[config.mk]
export PLATFORM = sky130hd
export DESIGN_NAME = updi_tx_serializer
export DESIGN_NICKNAME = d
export VERILOG_FILES = /design/src/rtl/updi_pkg.sv /design/src/rtl/updi_baud_gen.sv /design/src/rtl/updi_tx_serializer.sv
export SDC_FILE = /design/constraint.sdc
export NUM_CORES = 1
export LEC_CHECK = 0
export BUFFER_PORTS_ARGS = -buffer_cell sky130_fd_sc_hd__buf_2
export CELL_PAD_IN_SITES_DETAIL_PLACEMENT = 1
export CELL_PAD_IN_SITES_GLOBAL_PLACEMENT = 1
export CORE_ASPECT_RATIO = 1.2
export CORE_UTILIZATION = 48
export CTS_CLUSTER_SIZE = 14
export DETAILED_ROUTE_END_ITERATION = 6
export PLACE_DENSITY_LB_ADDON = 0.3
export SYNTH_ARGS = -nofsm -noshare
export SYNTH_HDL_FRONTEND = slang
export SYNTH_HIERARCHICAL = 1
export SYNTH_SLANG_ARGS = --single-unit
[constraint.sdc]
create_clock -name clk -period 5.6 [get_ports clk]
set_input_delay 1.12 -clock clk [delete_from_list [all_inputs] [get_ports clk]]
set_output_delay 1.12 -clock clk [all_outputs]
set_load 0.01 [all_outputs]
[src/rtl/updi_pkg.sv]
// Shared UPDI definitions: transmitter state encoding and frame constants.
package updi_pkg;

  typedef enum logic [3:0] {
    IDLE, FETCH, LOAD, START, DATA, PARITY, STOP, BREAK, BREAK_STOP
  } updi_tx_state;

  localparam int UPDI_STOP_BITS = 2;
  localparam int UPDI_DATA_BITS = 8;

  // Even parity bit: makes the total count of ones (data + parity) even.
  function automatic logic updi_even_par(input logic [UPDI_DATA_BITS-1:0] d);
    return ^d;
  endfunction

endpackage

[src/rtl/updi_baud_gen.sv]
// Bit-time generator: counts 0..CLK_DIV-1 and flags the last clock of each bit.
module updi_baud_gen #(
  parameter int CLK_DIV = 16
) (
  input  logic clk,
  input  logic rst_n,
  input  logic restart,
  output logic bit_done,
  output logic bit_near
);
  localparam int CW = $clog2(CLK_DIV);

  logic [CW-1:0] cnt;

  // bit_done marks the last clock of a bit; bit_near the clock before it,
  // so the parent can register outputs that line up with bit_done.
  assign bit_done = (cnt == CW'(CLK_DIV - 1));
  assign bit_near = (cnt == CW'(CLK_DIV - 2));

  // Free-running bit counter, cleared on restart (state entry) and at wrap.
  always_ff @(posedge clk) begin
    if (!rst_n || restart) cnt <= '0;
    else if (bit_done)     cnt <= '0;
    else                   cnt <= cnt + CW'(1);
  end

endmodule

[src/rtl/updi_tx_serializer.sv]
// UPDI transmitter: pops bytes from the handler FIFO and sends 8E2 UART
// frames, or BREAK conditions on request. All outputs are registered from
// the next-state decode so they change exactly on state boundaries.
module updi_tx_serializer
  import updi_pkg::*;
#(
  parameter int CLK_DIV    = 16,
  parameter int BREAK_BITS = 12
) (
  input  logic       clk,
  input  logic       rst_n,
  input  logic [7:0] fifo_data,
  input  logic       fifo_empty,
  output logic       fifo_rd_en,
  input  logic       send_break,
  output logic       tx,
  output logic       tx_en,
  output logic       busy,
  output logic       byte_sent
);
  // One counter serves data bits, stop bits and break bits.
  localparam int BW = (BREAK_BITS > UPDI_DATA_BITS) ? $clog2(BREAK_BITS) : 3;

  updi_tx_state state, state_nxt;
  logic [BW-1:0] bit_cnt, bit_nxt;
  logic [7:0]    data_q;
  logic          par_q;
  logic          load;
  logic          tx_nxt, tx_en_nxt, rd_nxt, sent_nxt, busy_nxt;
  logic          bit_done, bit_near, restart;

  // Restart the bit timer on every state change so each state gets full bits.
  assign restart = (state_nxt != state);

  updi_baud_gen #(.CLK_DIV(CLK_DIV)) u_baud (
    .clk      (clk),
    .rst_n    (rst_n),
    .restart  (restart),
    .bit_done (bit_done),
    .bit_near (bit_near)
  );

  // Next-state, bit counting and registered-output decode.
  always_comb begin
    state_nxt = state;
    bit_nxt   = bit_cnt;
    rd_nxt    = 1'b0;
    sent_nxt  = 1'b0;
    load      = 1'b0;
    case (state)
      IDLE: begin
        if (send_break) begin
          state_nxt = BREAK;
          bit_nxt   = '0;
        end else if (!fifo_empty) begin
          state_nxt = FETCH;
          rd_nxt    = 1'b1;
        end
      end
      FETCH: state_nxt = LOAD;
      LOAD: begin
        load      = 1'b1;
        state_nxt = START;
      end
      START: if (bit_done) begin
        state_nxt = DATA;
        bit_nxt   = '0;
      end
      DATA: if (bit_done) begin
        if (bit_cnt == BW'(UPDI_DATA_BITS - 1)) state_nxt = PARITY;
        else                                    bit_nxt   = bit_cnt + BW'(1);
      end
      PARITY: if (bit_done) begin
        state_nxt = STOP;
        bit_nxt   = '0;
      end
      STOP: begin
        // Registered one clock early so the pulse lands on the final stop clock.
        sent_nxt = (bit_cnt == BW'(UPDI_STOP_BITS - 1)) && bit_near;
        if (bit_done) begin
          if (bit_cnt == BW'(UPDI_STOP_BITS - 1)) state_nxt = IDLE;
          else                                    bit_nxt   = bit_cnt + BW'(1);
        end
      end
      BREAK: if (bit_done) begin
        if (bit_cnt == BW'(BREAK_BITS - 1)) begin
          state_nxt = BREAK_STOP;
          bit_nxt   = '0;
        end else begin
          bit_nxt = bit_cnt + BW'(1);
        end
      end
      BREAK_STOP: if (bit_done) begin
        if (bit_cnt == BW'(UPDI_STOP_BITS - 1)) state_nxt = IDLE;
        else                                    bit_nxt   = bit_cnt + BW'(1);
      end
      default: state_nxt = IDLE;
    endcase

    case (state_nxt)
      START, BREAK: tx_nxt = 1'b0;
      DATA:         tx_nxt = data_q[bit_nxt[2:0]];
      PARITY:       tx_nxt = par_q;
      default:      tx_nxt = 1'b1;
    endcase
    tx_en_nxt = state_nxt inside {START, DATA, PARITY, STOP, BREAK, BREAK_STOP};
    busy_nxt  = (state_nxt != IDLE);
  end

  // State, frame data and output registers.
  always_ff @(posedge clk) begin
    if (!rst_n) begin
      state      <= IDLE;
      bit_cnt    <= '0;
      data_q     <= '0;
      par_q      <= 1'b0;
      tx         <= 1'b1;
      tx_en      <= 1'b0;
      fifo_rd_en <= 1'b0;
      busy       <= 1'b0;
      byte_sent  <= 1'b0;
    end else begin
      state      <= state_nxt;
      bit_cnt    <= bit_nxt;
      if (load) begin
        data_q <= fifo_data;
        par_q  <= updi_even_par(fifo_data);
      end
      tx         <= tx_nxt;
      tx_en      <= tx_en_nxt;
      fifo_rd_en <= rd_nxt;
      busy       <= busy_nxt;
      byte_sent  <= sent_nxt;
    end
  end

endmodule

==> metrics.md, run 1 <==
| Metric | Value |
|---|---|
| # IOs | 17 |
| Reg2Reg Depth | 9 |
| Hold crit path type | reg2reg |
| DR DRC count | 0 |
| GP Congestion | 0.8139 |
| Share of async-settable or async-resettable flops after synthesis | 0% |
| Worst vdd ir | roughly 0.00027 V |
| Layout cells sized above 1 | a little under a fifth |
| Compound-gate portion of the synthesized area | 24.73% |
| Number of gates resized after CTS | 0 |
| TritonCTS clock tree | built |
| Critical Path AT | between 3 and 4 ns |
| Largest family of logic cells by synthesized area | simple AND/OR/NAND/NOR gates |
| Crit path kind | reg2reg |
| Post-route insts no fill | 253 |
| YS warnings | 6 |
| CTS Root Cell | clkbuf_8 |
| Worst skew pair latency | roughly 0.27 ns |
| Die H | 68.44 um |
| Initial antenna violation count | 0 |
| Critical Path RT | 5.82 ns |
| Mean post-synth cell area | approximately 8.4 um^2 |
| Pins Over Slew Limit | 0 |
| DR WL/cell | 18.43 um |
| Power share of the combinational group | 44.1% |
| Die width | 57.36 um |
| Leading area contributor after synthesis | dfxtp_1 |
| Fmax | 326.5 MHz |
| # port buffers | 16 |
| Largest net degree at the start of global routing | 23 |
| First-pass GRT wire length | 7500 um |
| Post-CTS setup buffer count | 0 |
| Internal reg-to-reg setup slack | between 2 and 3 ns |
| Core Area | 0.003425 mm^2 |
| Most common cell after layout, fill and taps aside | nand2_1 |
| Drt total wl | 4663 um |
| Row Count | 23 |
| Die area | around 0.0039 mm^2 |
| CP Max Fanout | 15 |
| Drt pass-1 iters | 4 |
| Post-route setup TNS | 0 ns |
| Post-Synth Adder-Cell Area | roughly 2.8% |
| Post-synthesis register bit count | 26 |
| Max_slew headroom | 28.60% |
| EDFF count, synth | 0 |
| CTS Buf Count | 3 |
| Synth top area share | 29.48% |
| Clock power share | 16.4% |
| Ant. Diodes | 0 |
| Via Count | 1,590 |
| Seq pwr share | ~40% |
| RSZ-0062 raised after global routing | no |
| Predominant post-synthesis flop cell | dfxtp_1 |
| Type of origin of the critical path | register |
| Fin crit share | 54.69% |
| Synth Instances | 209 |
| Maxcap violations | 0 |
| Sequential area share after synthesis | 29.48% |
| DRT iter0 DRCs | 75 |
| Clk_skew | around 0.0022 ns |
| Mapped Area | approximately 0.0018 mm^2 |
| Via count of the first global-routing pass | roughly 1,600 |
| Clk sinks | 26 |
| Mux cell area share after synthesis | 2.906% |
| Routed vias/inst | 6.285 |
| Most frequent cells in the layout | nand2_1, dfxtp_1, buf_2 |
| Outcome | finished clean |
| Clock period minus final worst setup slack | 3.063 ns |
| Area delta synth->final | 6.449% |
| Sw power | 312.9 uW |
| Slew @ Worst Pin | about 1.1 ns |
| Area contributors post-synth | dfxtp_1, nand2_1, xnor2_1 |
| Final hold vios | 0 |
| Overall power | around 740 uW |
| Final ANT Viol Nets | 0 |
| GRT overflow | 0 |
| Switching part of the total | 42.22% |
| CP Capture Type | register |
| Placed Instances | between 200 and 250 |
| Hold Slack | 0.4812 ns |
| Pwr per Cell Area | 394.4 mW/mm^2 |
| Synth Area in Simple Gates | around 30% |
| Clock buffer depth | 2 |
| Post-Synth XOR/XNOR Area | 4.961% |
| Hold depth | 2 |
| Final setup fails | 0 |
| Clk slew on worst S/H paths | 0.09 ns |
| Yosys cell types | 70 |
| GRT Total Usage | 24.98% |
| Final #Nets | 233 |
| Cts-stage hold buffer count | 0 |
| Internal | between 400 and 500 uW |
| Fillers | 425 |
| CTS H-tree lvls | 1 |
| Hpwl dp | 3418 um |
| Starting Density | 51.55% |
| Syn_nets | 225 |
| Leakage power | 0.0007720 uW |
state kept, by name, summed over array words and instances (netlist names):
signal      count
bit_cnt         4
busy            1
byte_sent       1
data_q          8
fifo_rd_en      1
par_q           1
state           4
tx              1
tx_en           1
u_baud/cnt      4
kinds of logic after synthesis:
family,Yosys count
AND/OR/NAND/NOR,89
AO/OA/AOI/OAI,55
flip-flops,26
buffers and inverters,20
XOR/XNOR,10
multiplexers,5
adder cells (fa/ha/maj),4
layout make-up:
class / count / area (um^2) / area share, %
multi-input cells: 163 / 1151 / 61.25
well taps: 37 / 46.29 / 2.463
repair buffers: 16 / 80.08 / 4.261
clock buffers: 4 / 55.05 / 2.929
inverters: 7 / 26.28 / 1.398
flip-flops and latches: 26 / 520.5 / 27.70
routing by layer:
layer | track usage [%] | up-vias | wire length, um
met5 | 0 | - | 0
met4 | 11.28 | 0 | 119
met3 | 2.268 | 10 | 102
met2 | 46.22 | 28 | 2420
met1 | 29.16 | 780 | 2022
li1 | - | 772 | -
critical path, cell delays in order, from the launching register on:
cell,delay (ns)
dfxtp_1,0.68
or4b_4,0.57
a22oi_4,0.22
o2bb2ai_1,0.19
or2_2,0.19
mux2_2,0.34
o21ai_0,0.18
nand2_1,0.10
or3b_4,0.42
nor2_2,0.11
metrics by stage:
stage / setup slack [ns] / cell area (um^2) / utilization, %
2_1_floorplan: 2.942 / 1765 / -
6_report: 2.537 / 1879 / 54.88
3_3_place_gp: 2.656 / 1824 / 53.27
5_1_grt: 2.365 / 1879 / 54.88
4_1_cts: 2.557 / 1879 / 54.88
3_5_place_dp: 2.575 / 1824 / 53.27
final timing paths:
check | start | to
setup / recovery | state[3] | u_baud/cnt[3]
hold reg to reg | data_q[0] | data_q[0]
setup reg to reg | state[3] | u_baud/cnt[3]
hold / removal | data_q[0] | data_q[0]
power groups by stage:
stage / registers [uW] / clock network [uW] / logic [uW]
detailed placement: 295 / 0 / 324
finish: 293 / 122 / 327
CTS: 291 / 121 / 329
floorplan: 249 / 0 / 287
global placement: 288 / 0 / 304
global route: 299 / 129 / 364
synthesized netlist by cell type (2+ instances only):
cell,n
xnor2_1,8
nand2b_1,4
inv_1,7
mux2i_1,4
ha_1,4
nor3b_1,4
a211o_1,4
and2_1,3
nor2_1,12
xor2_1,2
o32ai_1,2
clkbuf_1,5
a21boi_0,8
nor3_1,2
dfxtp_1,26
or3_1,2
nor2b_1,3
or4b_4,2
o21ai_0,4
a21oi_1,9
nand3_1,5
buf_2,6
or3b_2,2
a311oi_1,2
nand2_1,30
o22ai_1,3
and3_1,3
(Power assumes the default switching activity.)
==> run 2, diff against run 1 <==
Settings changed: ABC_AREA set to 1, CORE_UTILIZATION 48 to 37.
Clock period 5.6 ns to 2.8 ns, I/O delays scaled along.
==> metrics.md, run 2 <==
| Metric | Value |
|---|---|
| Core Area | 0.004594 mm^2 |
| GRT Total Usage | 19.87% |
| Mapped Area | 0.001777 mm^2 |
| Drt pass-1 iters | 4 |
| DR WL/cell | ~13 um |
| Storage cell area | roughly 520 um^2 |
| Top Layer Used | met4 |
| Area delta synth->final | 9.929% |
| Final hold vios | 0 |
| CTS H-tree lvls | 1 |
| Largest net degree at the start of global routing | 15 |
| Largest register FFs | 8 |
| Power share of the combinational group | 48.8% |
| Number of gates resized after CTS | 0 |
| Yosys cell types | 33 |
| CP Max Fanout | 14 |
| Clk slew on worst S/H paths | approximately 0.090 ns |
| HP Start | data_q[3] |
| Syn_nets | between 200 and 300 |
| Cts-stage hold buffer count | 0 |
| Area contributors post-synth | dfxtp_1, nand2_1, nand3_1 |
| CTS Root Cell | clkbuf_8 |
| Leakage power | 0.0009639 uW |
| Clk_skew | ~0.0052 ns |
| Final ANT Viol Nets | 0 |
| Post-route design area | 0.001953 mm^2 |
| # IOs | 17 |
| Most frequent cells in the layout | nand2_1, nor2_1, inv_1 |
| DP Area | 0.001912 mm^2 |
| Die area | 0.005084 mm^2 |
| First-pass GRT wire length | a little under 8000 um |
| # port buffers | 16 |
| Post-CTS setup buffer count | 0 |
| Fillers | 670 |
| Fmax | approximately 440 MHz |
| DRT iter0 DRCs | 94 |
| Crit path kind | reg2reg |
| Clock period minus final worst setup slack | approximately 2.3 ns |
| Die width | 65.26 um |
| Maxcap violations | 0 |
| TritonCTS clock tree | built |
| Seq pwr share | 36.0% |
| Layout cells sized above 1 | 20.42% |
| Internal | 802.5 uW |
| Hold crit path type | reg2reg |
| Share of async-settable or async-resettable flops after synthesis | 0% |
| Clk sinks | 26 |
| Critical Path RT | 3.01 ns |
| Slew @ Worst Pin | 0.4818 ns |
| GP Congestion | 0.8456 |
| Ant. Diodes | 0 |
| Routed vias/inst | 4.980 |
| Pwr per Cell Area | 734.2 mW/mm^2 |
| Post-route setup TNS | 0 ns |
| Metal2 WL | ~2400 um |
| Final #Nets | 307 |
| Critical Path AT | ~2.5 ns |
| Hpwl dp | 3728 um |
| Final Util | 42.51% |
| EDFF count, synth | 0 |
| Type of origin of the critical path | register |
| Max_slew headroom | 67.71% |
| CP Capture Type | register |
| Initial antenna violation count | 0 |
| Via count of the first global-routing pass | between 1,500 and 2,000 |
| Worst skew pair latency | approximately 0.27 ns |
| R2R Path End | u_baud/cnt[3] |
| Overall power | between 1000 and 1500 uW |
| Worst vdd ir | slightly below 0.0003 V |
| Routed length on met3 | 67 um |
| Drt total wl | 4620 um |
| Outcome | finished clean |
| Sequential area share after synthesis | 29.30% |
| Row Count | 27 |
| Pins Over Slew Limit | 0 |
| Synth top cells by count | nand2_1, nor2_1, inv_1 |
| Count leader, synth | nand2_1 |
| CTS Buf Count | 3 |
| Switching part of the total | 44.04% |
| CP endpoint | u_baud/cnt[3] |
| RSZ-0062 raised after global routing | no |
| CP startpoint | u_baud/cnt[0] |
| Leading area contributor after synthesis | dfxtp_1 |
| Post-synthesis register bit count | 26 |
| Starting Density | roughly two fifths |
| DR DRC count | 0 |
| Worst r2r src | u_baud/cnt[0] |
| Via Count | ~1,700 |
| Clock buffer depth | 2 |
| Synth Instances | 274 |
| Sw power | about 630 uW |
| Multi-input gate area | between 0.001 and 0.0015 mm^2 |
| Mean post-synth cell area | 6.484 um^2 |
| Largest register by flop count | data_q |
| Final setup fails | 0 |
| Most common cell after layout, fill and taps aside | nand2_1 |
| Reg2Reg Depth | 15 |
| YS warnings | 6 |
| Fin crit share | 80.92% |
| GRT overflow | 0 |
| Synth top area share | a little under 30% |
| Die H | around 78 um |
| Predominant post-synthesis flop cell | dfxtp_1 |
| Internal reg-to-reg setup slack | between 0.5 and 0.6 ns |
| Clock power share | 15.2% |
| Met1 WL | 2151 um |
[run 2: cell count changes after synthesis, sizes merged, moves of 6 or more]
cell / before / now
a21boi: 9 / 0
inv: 7 / 40
nand2: 30 / 66
nand3: 5 / 30
nor2: 13 / 44
nor3: 3 / 9
o21ai: 5 / 12
[run 2: metrics by stage]
stage	setup slack, ns	hold slack (ns)	cells
2_1_floorplan	0.8164	0.4298	274
5_1_grt	0.3435	0.4807	347
4_1_cts	0.5093	0.4582	347
6_report	0.5341	0.4546	347
3_3_place_gp	0.6605	0.4431	344
3_5_place_dp	0.5568	0.4449	344
[run 2: cells by family after synthesis]
group | after synthesis | share of synthesized area [%]
AOI/OAI and AO/OA | 32 | 10.85
buffers and inverters | 46 | 10.28
adders and majority gates | 4 | 2.817
xor gates and xnor gates | 10 | 4.930
and+or+nand+nor | 156 | 41.83
DFF | 26 | 29.30
[run 2: worst min-delay path by stage]
stage / endpoint / slack (ns) / depth (start not counted)
floorplan: data_q[1] / 0.43 / 2
global placement: data_q[3] / 0.44 / 2
detailed placement: data_q[3] / 0.44 / 2
CTS: data_q[3] / 0.46 / 2
global route: data_q[5] / 0.48 / 2
finish: data_q[3] / 0.45 / 2
[run 2: power groups by stage]
stage                     combinational, uW  sequential (uW)  clock, uW
after CTS                               710              516        224
final                                   699              517        218
after floorplan                         536              521          0
after global routing                    795              525        234
after global placement                  692              522          0
after detailed placement                702              525          0
[run 2: area by class of cell]
type	instances	share of cell area, %
Clock buffer	3	2.114
Sequential cell	26	26.65
Tap cell	58	3.716
Timing Repair Buffer	18	4.869
Inverter	40	7.687
Multi-Input combinational cell	202	54.96
[run 2: critical path: stages (launching register included)]
cell and delay [ns]:
dfxtp_1 0.41, ha_1 0.22, nand3_1 0.12, inv_1 0.10
inv_2 0.12, o21ai_2 0.20, nand2_1 0.11, inv_2 0.08
nand2_1 0.06, nor2_2 0.18, nand2_1 0.08, nand3_1 0.10
nand3_1 0.08, nor2_1 0.13, nand2_2 0.09, a21oi_1 0.11
[run 2: metal layers]
layer  vias up  global-route usage [%]
li1        900                       -
met2        16                   36.29
met1       807                   24.13
met5         -                       0
met3         5                   1.912
met4         0                   5.217
